## src/rtl/sudoku_pkg.sv

```systemverilog
// Shared constants and types for the sudoku accelerator Wishbone front end.
package sudoku_pkg;

    localparam int NUM_CELLS  = 81;
    localparam int CELL_W     = 4;
    localparam int IDX_W      = 7;
    localparam int WORD_IDX_W = 4;

    localparam logic [IDX_W-1:0]      LAST_IDX         = IDX_W'(NUM_CELLS - 1);
    localparam logic [WORD_IDX_W-1:0] PUZZLE_LAST_WORD = 4'd10;
    // Word index that matches no cell, used when the bus is not addressing the puzzle.
    localparam logic [WORD_IDX_W-1:0] NO_WORD          = 4'hF;

    // Register offsets inside the 256-byte window.
    localparam logic [7:0] OFF_CTRL   = 8'h00;
    localparam logic [7:0] OFF_STATUS = 8'h04;
    localparam logic [7:0] OFF_IRQ_EN = 8'h08;
    localparam logic [7:0] OFF_PUZZLE = 8'h40;

    typedef enum logic [1:0] {
        ST_IDLE   = 2'd0,
        ST_STREAM = 2'd1,
        ST_WAIT   = 2'd2
    } state_e;

endpackage

```

## src/rtl/sudoku_cell_store.sv

```systemverilog
// 81-cell puzzle buffer: bus and solver write ports (solver wins on the same
// cell), a streaming read port and a 32-bit word read port for the bus.
module sudoku_cell_store
    import sudoku_pkg::*;
(
    input  logic                  clk_i,
    input  logic                  rst_i,
    input  logic                  bus_we_i,
    input  logic [WORD_IDX_W-1:0] bus_word_i,
    input  logic [3:0]            bus_sel_i,
    input  logic [31:0]           bus_dat_i,
    output logic [31:0]           bus_dat_o,
    input  logic                  res_we_i,
    input  logic [IDX_W-1:0]      res_idx_i,
    input  logic [CELL_W-1:0]     res_val_i,
    input  logic [IDX_W-1:0]      rd_idx_i,
    output logic [CELL_W-1:0]     rd_val_o
);

    logic [CELL_W-1:0] cells_q [NUM_CELLS];

    // Per-cell write: solver write-back first, then byte-gated bus write.
    // NOTE: this array is deliberately reset -- a reset mid-solve must clear the puzzle,
    // so it is built from flops rather than a RAM macro.
    always_ff @(posedge clk_i or posedge rst_i) begin
        if (rst_i) begin
            for (int c = 0; c < NUM_CELLS; c++) begin
                // NOTE: non-blocking assignment for every sequential update, so all
                // cells see pre-edge values regardless of statement order.
                cells_q[c] <= '0;
            end
        end else begin
            for (int c = 0; c < NUM_CELLS; c++) begin
                if (res_we_i && res_idx_i == IDX_W'(c)) begin
                    cells_q[c] <= res_val_i;
                end else if (bus_we_i && bus_word_i == WORD_IDX_W'(c / 8) && bus_sel_i[(c % 8) / 2]) begin
                    cells_q[c] <= bus_dat_i[4 * (c % 8) +: 4];
                end
            end
        end
    end

    // Assemble the addressed bus word; cells past 80 and unmatched words read 0.
    always_comb begin
        // NOTE: defaults first so no path through the loop leaves a bit unassigned (no latch).
        bus_dat_o = '0;
        for (int c = 0; c < NUM_CELLS; c++) begin
            if (bus_word_i == WORD_IDX_W'(c / 8)) begin
                bus_dat_o[4 * (c % 8) +: 4] = cells_q[c];
            end
        end
    end

    // Streaming read port, a plain mux over the cells.
    always_comb begin
        rd_val_o = '0;
        for (int c = 0; c < NUM_CELLS; c++) begin
            if (rd_idx_i == IDX_W'(c)) begin
                rd_val_o = cells_q[c];
            end
        end
    end

endmodule

```

## src/rtl/sudoku_wb_loader.sv

```systemverilog
// Wishbone front end of the sudoku accelerator: register decode, ack,
// streaming state machine, status and interrupt.
module sudoku_wb_loader
    import sudoku_pkg::*;
#(
    parameter logic [31:0] BASE_ADDR = 32'h3000_0000
) (
    input  logic              wb_clk_i,
    input  logic              wb_rst_i,
    input  logic              wb_cyc_i,
    input  logic              wb_stb_i,
    input  logic              wb_we_i,
    input  logic [3:0]        wb_sel_i,
    input  logic [31:0]       wb_adr_i,
    input  logic [31:0]       wb_dat_i,
    output logic              wb_ack_o,
    output logic [31:0]       wb_dat_o,
    output logic              cell_valid_o,
    input  logic              cell_ready_i,
    output logic [IDX_W-1:0]  cell_idx_o,
    output logic [CELL_W-1:0] cell_val_o,
    input  logic              res_valid_i,
    input  logic [IDX_W-1:0]  res_idx_i,
    input  logic [CELL_W-1:0] res_val_i,
    input  logic              solver_done_i,
    input  logic              solver_fail_i,
    output logic              irq_o
);

    logic [7:0]            offset;
    logic                  req;
    logic                  commit_wr;
    logic                  puzzle_hit;
    logic [WORD_IDX_W-1:0] word_idx;
    logic [31:0]           puzzle_rd;
    logic [31:0]           rdata;
    logic                  ack_q, ack_d;
    logic [31:0]           dat_q, dat_d;

    state_e                state_q;
    logic                  valid_q;
    logic [IDX_W-1:0]      idx_q;
    logic                  done_q, fail_q, irq_en_q;

    logic                  ctrl_wr, status_wr, irq_en_wr, puzzle_wr;
    logic                  start_cmd, abort_cmd, done_set, done_clr;
    logic                  handshake;

    assign offset     = wb_adr_i[7:0];
    assign req        = wb_cyc_i & wb_stb_i & (wb_adr_i[31:8] == BASE_ADDR[31:8]);
    // Writes take effect at the end of the ack cycle, while the master still holds the request.
    assign commit_wr  = ack_q & req & wb_we_i;

    assign puzzle_hit = (offset[7:6] == OFF_PUZZLE[7:6]) && (offset[1:0] == 2'b00)
                        && (offset[5:2] <= PUZZLE_LAST_WORD);
    assign word_idx   = puzzle_hit ? offset[5:2] : NO_WORD;

    assign ctrl_wr    = commit_wr && (offset == OFF_CTRL)   && wb_sel_i[0];
    assign status_wr  = commit_wr && (offset == OFF_STATUS) && wb_sel_i[0];
    assign irq_en_wr  = commit_wr && (offset == OFF_IRQ_EN) && wb_sel_i[0];
    // The puzzle is locked while the solver owns it.
    assign puzzle_wr  = commit_wr && puzzle_hit && (state_q == ST_IDLE);

    assign start_cmd  = ctrl_wr & wb_dat_i[0];
    assign abort_cmd  = ctrl_wr & wb_dat_i[1];
    assign done_set   = (state_q == ST_WAIT) & solver_done_i & ~abort_cmd;
    assign done_clr   = status_wr & wb_dat_i[2];
    assign handshake  = valid_q & cell_ready_i;

    sudoku_cell_store u_store (
        .clk_i      (wb_clk_i),
        .rst_i      (wb_rst_i),
        .bus_we_i   (puzzle_wr),
        .bus_word_i (word_idx),
        .bus_sel_i  (wb_sel_i),
        .bus_dat_i  (wb_dat_i),
        .bus_dat_o  (puzzle_rd),
        .res_we_i   (res_valid_i),
        .res_idx_i  (res_idx_i),
        .res_val_i  (res_val_i),
        .rd_idx_i   (idx_q),
        .rd_val_o   (cell_val_o)
    );

    // Read data mux for the addressed register.
    always_comb begin
        rdata = '0;
        case (offset)
            OFF_STATUS: rdata[3:0] = {fail_q, done_q, state_q};
            OFF_IRQ_EN: rdata[0]   = irq_en_q;
            default:    if (puzzle_hit) rdata = puzzle_rd;
        endcase
    end

    // One ack per sampled request; read data lives only during the ack cycle.
    assign ack_d = req & ~ack_q;
    assign dat_d = (req && !ack_q && !wb_we_i) ? rdata : '0;

    // Wishbone ack and read-data registers.
    always_ff @(posedge wb_clk_i or posedge wb_rst_i) begin
        if (wb_rst_i) begin
            ack_q <= 1'b0;
            dat_q <= '0;
        end else begin
            ack_q <= ack_d;
            dat_q <= dat_d;
        end
    end

    // Streaming state machine: IDLE -> STREAM -> WAIT -> IDLE, ABORT from anywhere.
    always_ff @(posedge wb_clk_i or posedge wb_rst_i) begin
        if (wb_rst_i) begin
            state_q <= ST_IDLE;
            valid_q <= 1'b0;
            idx_q   <= '0;
        end else if (abort_cmd) begin
            state_q <= ST_IDLE;
            valid_q <= 1'b0;
            idx_q   <= '0;
        end else begin
            case (state_q)
                ST_IDLE: begin
                    if (start_cmd) begin
                        state_q <= ST_STREAM;
                        valid_q <= 1'b1;
                        idx_q   <= '0;
                    end
                end
                ST_STREAM: begin
                    if (handshake) begin
                        if (idx_q == LAST_IDX) begin
                            state_q <= ST_WAIT;
                            valid_q <= 1'b0;
                            idx_q   <= '0;
                        end else begin
                            idx_q <= idx_q + IDX_W'(1);
                        end
                    end
                end
                ST_WAIT: begin
                    if (solver_done_i) begin
                        state_q <= ST_IDLE;
                    end
                end
                default: begin
                    state_q <= ST_IDLE;
                    valid_q <= 1'b0;
                    idx_q   <= '0;
                end
            endcase
        end
    end

    // Sticky DONE/FAIL; a completion in the same cycle as a clear wins.
    always_ff @(posedge wb_clk_i or posedge wb_rst_i) begin
        if (wb_rst_i) begin
            done_q <= 1'b0;
            fail_q <= 1'b0;
        end else if (done_set) begin
            done_q <= 1'b1;
            fail_q <= solver_fail_i;
        end else if (done_clr) begin
            done_q <= 1'b0;
            fail_q <= 1'b0;
        end
    end

    // Interrupt enable register.
    always_ff @(posedge wb_clk_i or posedge wb_rst_i) begin
        if (wb_rst_i) begin
            irq_en_q <= 1'b0;
        end else if (irq_en_wr) begin
            irq_en_q <= wb_dat_i[0];
        end
    end

    assign wb_ack_o     = ack_q;
    assign wb_dat_o     = dat_q;
    assign cell_valid_o = valid_q;
    assign cell_idx_o   = idx_q;
    assign irq_o        = done_q & irq_en_q;

endmodule

```

## config.mk

```make
export PLATFORM = sky130hd
export DESIGN_NAME = sudoku_wb_loader
export DESIGN_NICKNAME = d
export VERILOG_FILES = /design/src/rtl/sudoku_pkg.sv /design/src/rtl/sudoku_cell_store.sv /design/src/rtl/sudoku_wb_loader.sv
export SDC_FILE = /design/constraint.sdc
export NUM_CORES = 1
export LEC_CHECK = 0
export ABC_AREA = 1
export CORE_MARGIN = 5
export CORE_UTILIZATION = 29
export CTS_CLUSTER_SIZE = 12
export DETAILED_ROUTE_END_ITERATION = 12
export HOLD_SLACK_MARGIN = 0.12
export REMOVE_ABC_BUFFERS = 1
export SLEW_MARGIN = 20
export SYNTH_ARGS = -nofsm -noshare
export SYNTH_HDL_FRONTEND = slang
export SYNTH_HIERARCHICAL = 1
export SYNTH_SLANG_ARGS = --single-unit
```

## constraint.sdc

```tcl
create_clock -name wb_clk_i -period 27.3 [get_ports wb_clk_i]
set_input_delay 5.46 -clock wb_clk_i [delete_from_list [all_inputs] [get_ports wb_clk_i]]
set_output_delay 5.46 -clock wb_clk_i [all_outputs]
set_load 0.03 [all_outputs]
```

# Yosys cells after proc, flatten, opt, wreduce, memory -nomap -nowiden
# Cells that the tools add are included.
dict set report word_totals {
  out_inout_bits 46
  reg_bits 370
  elab_cells 874
}
dict set report op_classes {
  n_eq_ne 181
  bitwise 14
  n_mux 349
  order_cmp 1
  reduce_logical 239
  addsub 1
}
# operator n
set ops {}
lappend ops {{$mux 4} 325}
lappend ops {{$eq 7x6->1 const B} 64}
lappend ops {{$eq 7x7->1 const B} 34}
lappend ops {{$eq 7x5->1 const B} 32}
lappend ops {{$reduce_bool 2->1} 82}
lappend ops {{$logic_and 1x1->1} 145}
lappend ops {{$eq 7x4->1 const B} 16}
lappend ops {{$mux 32} 2}
lappend ops {{$eq 7x3->1 const B} 8}
lappend ops {{$eq 7x2->1 const B} 4}
lappend ops {{$mux 28} 1}
lappend ops {{$mux 7} 4}
lappend ops {{$eq 24x22->1 const B} 1}
lappend ops {{$pmux 7 s3} 1}
lappend ops {{$eq 4x3->1 const B} 4}
lappend ops {{$eq 7x1->1 const B} 2}
lappend ops {{$logic_not 7->1} 2}
lappend ops {{$and 1x1->1} 12}
lappend ops {{$eq 4x4->1 const B} 3}
lappend ops {{$ne 3x3->1 const B} 4}
lappend ops {{$mux 2} 5}
lappend ops {{$eq 4x2->1 const B} 2}
lappend ops {{$eq 8x3->1 const B} 1}
lappend ops {{$eq 8x4->1 const B} 1}
lappend ops {{other kinds (19)} 30}

# Logic depth before layout (Yosys ltp)
# Gate-level depths: netlist of run 1.
dict set report depth {
  word_depth 82
  depth_mapped 48
}

# By module
# The synthesis of run 1 kept the hierarchy.
# mod instances seq_area_each_um2 area_per_inst_um2 cells_per_inst
set modules_own_cells {}
lappend modules_own_cells {sudoku_cell_store 1 8107.8 20353.3 2909}
lappend modules_own_cells {sudoku_wb_loader 1 1151.1 2298.5 293}

# Worst setup path before layout of run 1
# OpenSTA, ideal clock, no wires.
dict set report synth_timing {
  path_type {reg-to-output}
  start {register idx_q[4] (netlist: cell_idx_o[4])}
  end {output cell_val_o[3]}
  path_buffers 0
  slack_ns 17.830
  arrival_time_ns 4.010
  path_stages_with_launch 48
  path_cell_list {dfrtp_1 -> inv_1 -> nand2_1 -> nor2_1 -> nand2_1 -> nor2_1 -> nor2_1 -> nand3_1 -> nand2_1 -> nand4_1 -> nand2_1 -> nand4_1 -> nand2_1 -> nand4_1 -> nand2_1 -> nand3_1 -> nand2_1 -> nand3_1 -> (+12 left out) -> nand2_1 -> nand4_1 -> nor2_1 -> nand4_1 -> nor2_1 -> nand4_1 -> nor2_1 -> nand4_1 -> nand2_1 -> nand4_1 -> nand2_1 -> nand4_1 -> nand2_1 -> nand3_1 -> nor2_1 -> nand3_1 -> nand2_1 -> nand4_1}
}
dict set report synth_between {
  elab_chain_len 82
  elab_cells_between_ends 162
  cone_classes {80 x eq/ne; 81 x mux; 1 x reduce/logical}
}
# element line
set synth_rtl {}
lappend synth_rtl {{start, declared} sudoku_wb_loader.sv:42} ;# logic [IDX_W-1:0] idx_q;
lappend synth_rtl {{start signal, assigned} sudoku_wb_loader.sv:136} ;# idx_q <= idx_q + IDX_W'(1);
lappend synth_rtl {{$logic_not 7->1} sudoku_cell_store.sv:58} ;# if (rd_idx_i == IDX_W'(c)) begin
lappend synth_rtl {{$mux 4 (80 in series)} sudoku_cell_store.sv:58}
lappend synth_rtl {{$mux 4 *} sudoku_cell_store.sv:58}
lappend synth_rtl {{end, declared} sudoku_wb_loader.sv:21} ;# output logic [CELL_W-1:0] cell_val_o,
# Mark *: on every way between the ends. The rest lies on a longest branch, timed or not.

# Worst setup path in the final report of run 1
dict set report layout_timing {
  start {register idx_q[0] (netlist: cell_idx_o[0])}
  end {output cell_val_o[1]}
}
# Same word-level chain as after synthesis.

==> run summary, run 1 <==
cts bufs inserted: 45
CTS H-Tree Depth: 2
largest net degree at the start of global routing: 157
fraction of layout cells with a size suffix above 1: 5.14%
number of clock sinks: 370
Hold Slack: 0.473 ns
Final TNS setup: 0 ns
Die W: 289 um
Synth Cell Area: 22,700 um^2
Synth Warn #: 6
Critical path origin: cell_idx_o[0]
count of input and output buffers: 133
crit path launch type: flop
Pre-antenna DRT Iters: 7
final WL: 113 mm
peak per-stage delay on the critical path: 0.62 ns
status: completed
core area: 77,500 um^2
clock root buffer: clkbuf_16
FF-to-FF Start: wb_ack_o
RSZ-0062 raised after global routing: false
first-pass GRT wire length: 160 mm
period utilization: 45.2%
Die Ht: 289 um
worst slew pin tran: 1.12 ns
area growth from synthesis to layout: 17.7%
max_cap viols: 0
Vias: 25,000
dpl cells: 4,304
synth unique cells: 47
initial antenna violation count: 1
post-CTS sizing: 0
Final Critical Period: 12.35 ns
mean routed wirelength per cell: 25.7 um
# setup viols final: 0
Post-Synthesis Mean Instance Area: 7.07 um^2
Initial Util: 29.2%
clock-pin slew on the worst setup and hold paths: 0.06 ns
CP required: 21.84 ns
die area: 83,800 um^2
CTS tree: built
worst skew pair latency: 0.60 ns
GRT overflow: 0
vias in the first global route: 23,300
setup bufs post-CTS: 0
end point of the critical path: cell_val_o[1]
Worst slew margin: 23.6%
Slowest cell on crit path: dfrtp_1
flip-flop and latch count after synthesis: 370
Hold/Removal Path Class: flop to flop
Leak: 11.1 nW
Seq/Total Area, Yosys: 40.9%
# rows: 102
power per cell area: 54.2 nW/um^2
kind of critical path: flop to primary output
Starting DRT DRC Count: 3,965
Reg2Reg Depth: 10
IO Pins: 134
CP arrival: 6.89 ns
crit-path max FO: 10
Reg-to-Reg End: u_store/cells_q[56]
Mapped Cells: 3,202
fin. max-slew vios: 0
CTS Hold Bufs: 0
achievable clock frequency: 0.0810 GHz
Peak supply drop: 0.0000390 V
via density per instance: 5.71
Residual DRC: 0
Final Hold Viols: 0
Reg2Reg Setup Slack: 23.74 ns
Crit path top cell by count: nand4_1
Final HPWL DP: 84.7 mm
GP Congestion: 1.04
final std cells w/o fill: 4,385
Clock Path Buffers: 3
Total GRT Usage: 26.1%
clk_skew: 0.0253 ns
fin nets: 3,401
Antenna Violating Nets Remaining: 0
Critical Path Sink Type: primary output
==> cell type report <==
type,count,area (um^2)
fillers,8334,50800
clock buffers,69,1320
inverters,419,1580
well taps,1040,1300
clock inverters,11,144
diodes,1,2.50
repair buffers,174,1640
multi-input cells,2301,11400
flip-flops and latches,370,9260
==> cells in the final DEF, fill, tap and decap left out, drive strengths merged, types with 25 or more instances in the layout <==
cell type / netlist / layout
a21oi: 152 / 152
a22oi: 27 / 27
a31oi: 32 / 32
buf: 21 / 43
clkbuf: 91 / 69
clkdlybuf4s50: 0 / 131
dfrtp: 370 / 370
inv: 402 / 404
nand2: 762 / 762
nand3: 238 / 238
nand4: 87 / 87
nor2: 473 / 473
nor3: 31 / 31
o2111ai: 25 / 25
o211ai: 107 / 107
o21ai: 125 / 125
o221ai: 90 / 90
o22ai: 75 / 75
==> synth_stat cells, drive strengths merged <==
master | n | area, um^2
a22o | 5 | 43.8
a221oi | 20 | 175
clkbuf | 91 | 342
o31ai | 1 | 7.51
o21a | 2 | 15.0
a2111oi | 4 | 35.0
xor2 | 4 | 35.0
a41oi | 7 | 61.3
o22ai | 75 | 469
nor3b | 1 | 7.51
xnor2 | 1 | 8.76
a221o | 3 | 30.0
nand3b | 2 | 15.0
nor2 | 473 | 1810
ha | 2 | 25.0
or2 | 12 | 75.1
nand4 | 87 | 559
o221a | 1 | 11.3
buf | 21 | 93.8
o211ai | 107 | 803
dfrtp | 370 | 9260
nand3 | 238 | 1240
inv | 402 | 1510
o221ai | 90 | 788
a31oi | 32 | 200
o21ai | 125 | 652
a21oi | 152 | 761
o2111ai | 25 | 219
nand2 | 762 | 2890
nor3 | 31 | 160
a211oi | 8 | 60.1
a22oi | 27 | 203
nor4 | 4 | 25.0
clkinv | 17 | 63.8
==> through the flow <==
step	setup WS (ns)	instance area [um^2]	total power, mW	utilization, %
floorplan	12.87	22200	0.725	-
global placement	16.19	25200	0.828	32.5
detailed placement	15.81	25200	0.829	32.5
CTS	15.14	26600	1.44	34.4
global route	14.50	26600	1.49	34.4
finish	14.95	26700	1.44	34.4
==> layer usage <==
layer / global-route usage, % / routed length, um
met5: 0 / 0
met4: 12.9 / 6770
met3: 4.85 / 12900
met2: 39.3 / 47800
met1: 36.0 / 45300
==> sequential cells by signal, summed over array words and instances (netlist names) <==
register         cells
u_store/cells_q    324
wb_dat_o            32
cell_idx_o           7
state_q              2
cell_valid_o         1
done_q               1
fail_q               1
irq_en_q             1
wb_ack_o             1
==> where the power goes <==
| group | switching, mW | internal [mW] | total [mW] | leakage [nW] |
|---|---|---|---|---|
| logic | 0.109 | 0.0554 | 0.165 | 5.80 |
| clock network | 0.253 | 0.360 | 0.613 | 0.715 |
| registers | 0.0649 | 0.601 | 0.666 | 4.64 |
==> critical path: cells and delay by family, from the launching register on <==
family	cells	cell delay (ns)
buffers and inverters	2	0.71
flip-flops	1	0.62
AO/OA/AOI/OAI	1	0.23
AND/OR/NAND/NOR	41	4.72
==> cells by family (layout without fill, tap and decap cells) <==
family          after synthesis  after routing  share of synthesized area (%)
flops                       370            370                           40.9
compound gates              684            684                           20.0
other cells                   0              1                              0
fa+ha+maj                     2              2                          0.110
simple gates               1610           1610                           29.9
buf+inv                     531            673                           8.87
xor+xnor                      5              5                          0.193
==> worst min-delay path by stage <==
stage	start	endpoint	slack, ns	cells after the start
floorplan	u_store/cells_q[286]	u_store/cells_q[286]	0.46	2
global placement	wb_ack_o	wb_ack_o	0.47	1
detailed placement	wb_ack_o	wb_ack_o	0.46	1
CTS	wb_ack_o	wb_ack_o	0.47	1
global route	wb_ack_o	wb_ack_o	0.49	1
finish	wb_ack_o	wb_ack_o	0.47	1
Power figures use the tool's default switching activity.
==> inputs of run 2 (changes only) <==
Clock period 27.3 ns to 12.4 ns, I/O delays scaled along.
==> run 2 against run 1 <==
Wire length rose by 0.12%. Clock power rose by 120%. Die area is the same. Register-to-register slack got worse by 15 ns. Largest power group unchanged.
==> run summary, run 2 (synthesis results as in run 1) <==
switching power total: 0.953 mW (+120%)
max reg flops: 324 (unchanged)
Reg-to-Reg End: u_store/cells_q[59]
worst skew pair latency: 0.60 ns (about the same)
Final Critical Period: 9.37 ns
Antenna Violating Nets Remaining: 0 (unchanged)
Crit path top cell by count: nand4_1
die area: 83,800 um^2 (unchanged)
vias in the first global route: 23,300 (+0.36%)
Reg2Reg Depth: 10 (unchanged)
peak per-stage delay on the critical path: 0.62 ns (about the same)
Hold Slack: 0.474 ns (+0.00112 ns)
Hold Path End: wb_ack_o
Die W: 289 um (unchanged)
clk_skew: 0.0209 ns (-0.00440 ns)
RSZ-0062 raised after global routing: false
Peak supply drop: 0.0000809 V (+110%)
period utilization: 75.6%
Final Hold Viols: 0 (unchanged)
first-pass GRT wire length: 160 mm (about the same)
# rows: 102 (unchanged)
count of input and output buffers: 133 (unchanged)
Starting DRT DRC Count: 3,810 (-3.9%)
area growth from synthesis to layout: 17.6% (about the same)
Register Area: 9260 um^2 (unchanged)
max_cap viols: 0 (unchanged)
Seq pwr share: 46.4% (+0.3 points)
Critical path origin: cell_idx_o[3]
FF-to-FF Start: wb_ack_o
Multi-input gate area: 11,400 um^2 (unchanged)
kind of critical path: flop to primary output
initial antenna violation count: 2 (+1)
fraction of layout cells with a size suffix above 1: 5.26% (+0.12 points)
most frequent cells in the layout: 753 x nand2_1, 459 x nor2_1, 390 x inv_1
dpl cells: 4,304 (unchanged)
crit path launch type: flop
final std cells w/o fill: 4,383 (-0.046%)
post-CTS sizing: 0 (unchanged)
clock network fraction of design power: 42.1% (-0.4 points)
hold wc startpoint: wb_ack_o
Hold/Removal Path Class: flop to flop
leading cell type in the layout, fill and taps excluded: nand2_1
CP arrival: 6.89 ns (about the same)
GRT met3 Usage: 5.18% (+0.33 points)
Top reg by flops: u_store/cells_q
Total GRT Usage: 26.1% (about the same)
final WL: 113 mm (+0.12%)
Worst slew margin: 23.8% (+0.20 points)
worst slew pin tran: 1.11 ns (-0.00292 ns)
Final HPWL DP: 85.2 mm (+0.59%)
clock-pin slew on the worst setup and hold paths: 0.06 ns (about the same)
Residual DRC: 0 (unchanged)
GP Congestion: 1.05 (+1.2%)
Pre-antenna DRT Iters: 7 (unchanged)
crit-path max FO: 9 (-1)
largest net degree at the start of global routing: 157 (unchanged)
Final TNS setup: 0 ns (unchanged)
cell internal pwr: 2.21 mW (+120%)
# setup viols final: 0 (unchanged)
GRT overflow: 0 (unchanged)
Sw Ratio: 30.1% (+0.49 points)
Slowest cell on crit path: dfrtp_1
Reg2Reg Setup Slack: 8.89 ns (-14.85 ns)
grt peak-use layer: met2
met2 Usage GRT: 39.4% (+0.083 points)
CP required: 9.92 ns (-11.92 ns)
Initial Util: 29.2% (unchanged)
cts bufs inserted: 45 (unchanged)
n_diodes: 0 (-1)
Clock Path Buffers: 3 (unchanged)
status: completed
clock root buffer: clkbuf_16
Area after DPL: 25,200 um^2 (unchanged)
number of clock sinks: 370 (unchanged)
core area: 77,500 um^2 (unchanged)
power per cell area: 119 nW/um^2 (+120%)
Die Ht: 289 um (unchanged)
setup bufs post-CTS: 0 (unchanged)
CTS H-Tree Depth: 2 (unchanged)
Design Area, Final: 26,600 um^2 (about the same)
CTS Hold Bufs: 0 (unchanged)
achievable clock frequency: 0.107 GHz
via density per instance: 5.75 (+0.71%)
Logic pwr share: 11.5% (about the same)
number of cells on the worst hold path: 1 (unchanged)
mean routed wirelength per cell: 25.8 um (+0.17%)
IO Pins: 134 (unchanged)
Critical Path Sink Type: primary output
fin. max-slew vios: 0 (unchanged)
fin nets: 3,401 (unchanged)
Leak: 11.1 nW (-0.11%)
GR Layer Usage met1: 35.8% (-0.18 points)
Fillers: 8,344 (+0.12%)
Vias: 25,200 (+0.67%)
CTS tree: built
-- run 2: how the worst max path moves through the flow --
stage / end / slack [ns] / cells past startpoint
floorplan: u_store/cells_q[0] / 0.95 / 1
global placement: cell_val_o[1] / 4.26 / 44
detailed placement: cell_val_o[1] / 3.86 / 44
CTS: cell_val_o[1] / 3.20 / 44
global route: cell_val_o[1] / 2.59 / 44
finish: cell_val_o[1] / 3.03 / 44
-- run 2: per-stage QoR --
| stage | worst slack [ns] | power, mW | utilization (%) |
|---|---|---|---|
| global placement | 4.26 | 1.82 | 32.5 |
| global route | 2.59 | 3.25 | 34.4 |
| finish | 3.03 | 3.16 | 34.4 |
| floorplan | 0.950 | 1.60 | - |
| CTS | 3.20 | 3.16 | 34.4 |
| detailed placement | 3.86 | 1.83 | 32.5 |
-- run 2: layer usage --
layer / part of all wire (%) / vias up
li1: - / 11100
met1: 40 / 11900
met2: 42 / 1817
met3: 12 / 340
met4: 6.1 / 4
met5: 0.012 / -
-- run 2: worst max-delay path: cells and delay by family, from the launching register on --
family,cells,cell delay [ns]
buffers and inverters,1,0.62
AOI/OAI and AO/OA,1,0.21
and+or+nand+nor,42,4.83
DFF,1,0.62
-- run 2: layout make-up --
class	count	area share, %
inverters	419	5.95
well taps	1040	4.89
clock inverters	12	0.399
repair buffers	174	6.16
flip-flops and latches	370	34.8
multi-input cells	2301	42.8
clock buffers	67	5.03
-- run 2: power by group through the flow --
stage / logic [mW] / registers, mW / clock network [mW]
2_1_floorplan: 0.193 / 1.40 / 0
3_3_place_gp: 0.349 / 1.47 / 0
3_5_place_dp: 0.355 / 1.47 / 0
4_1_cts: 0.356 / 1.45 / 1.35
5_1_grt: 0.393 / 1.47 / 1.39
6_report: 0.363 / 1.47 / 1.33
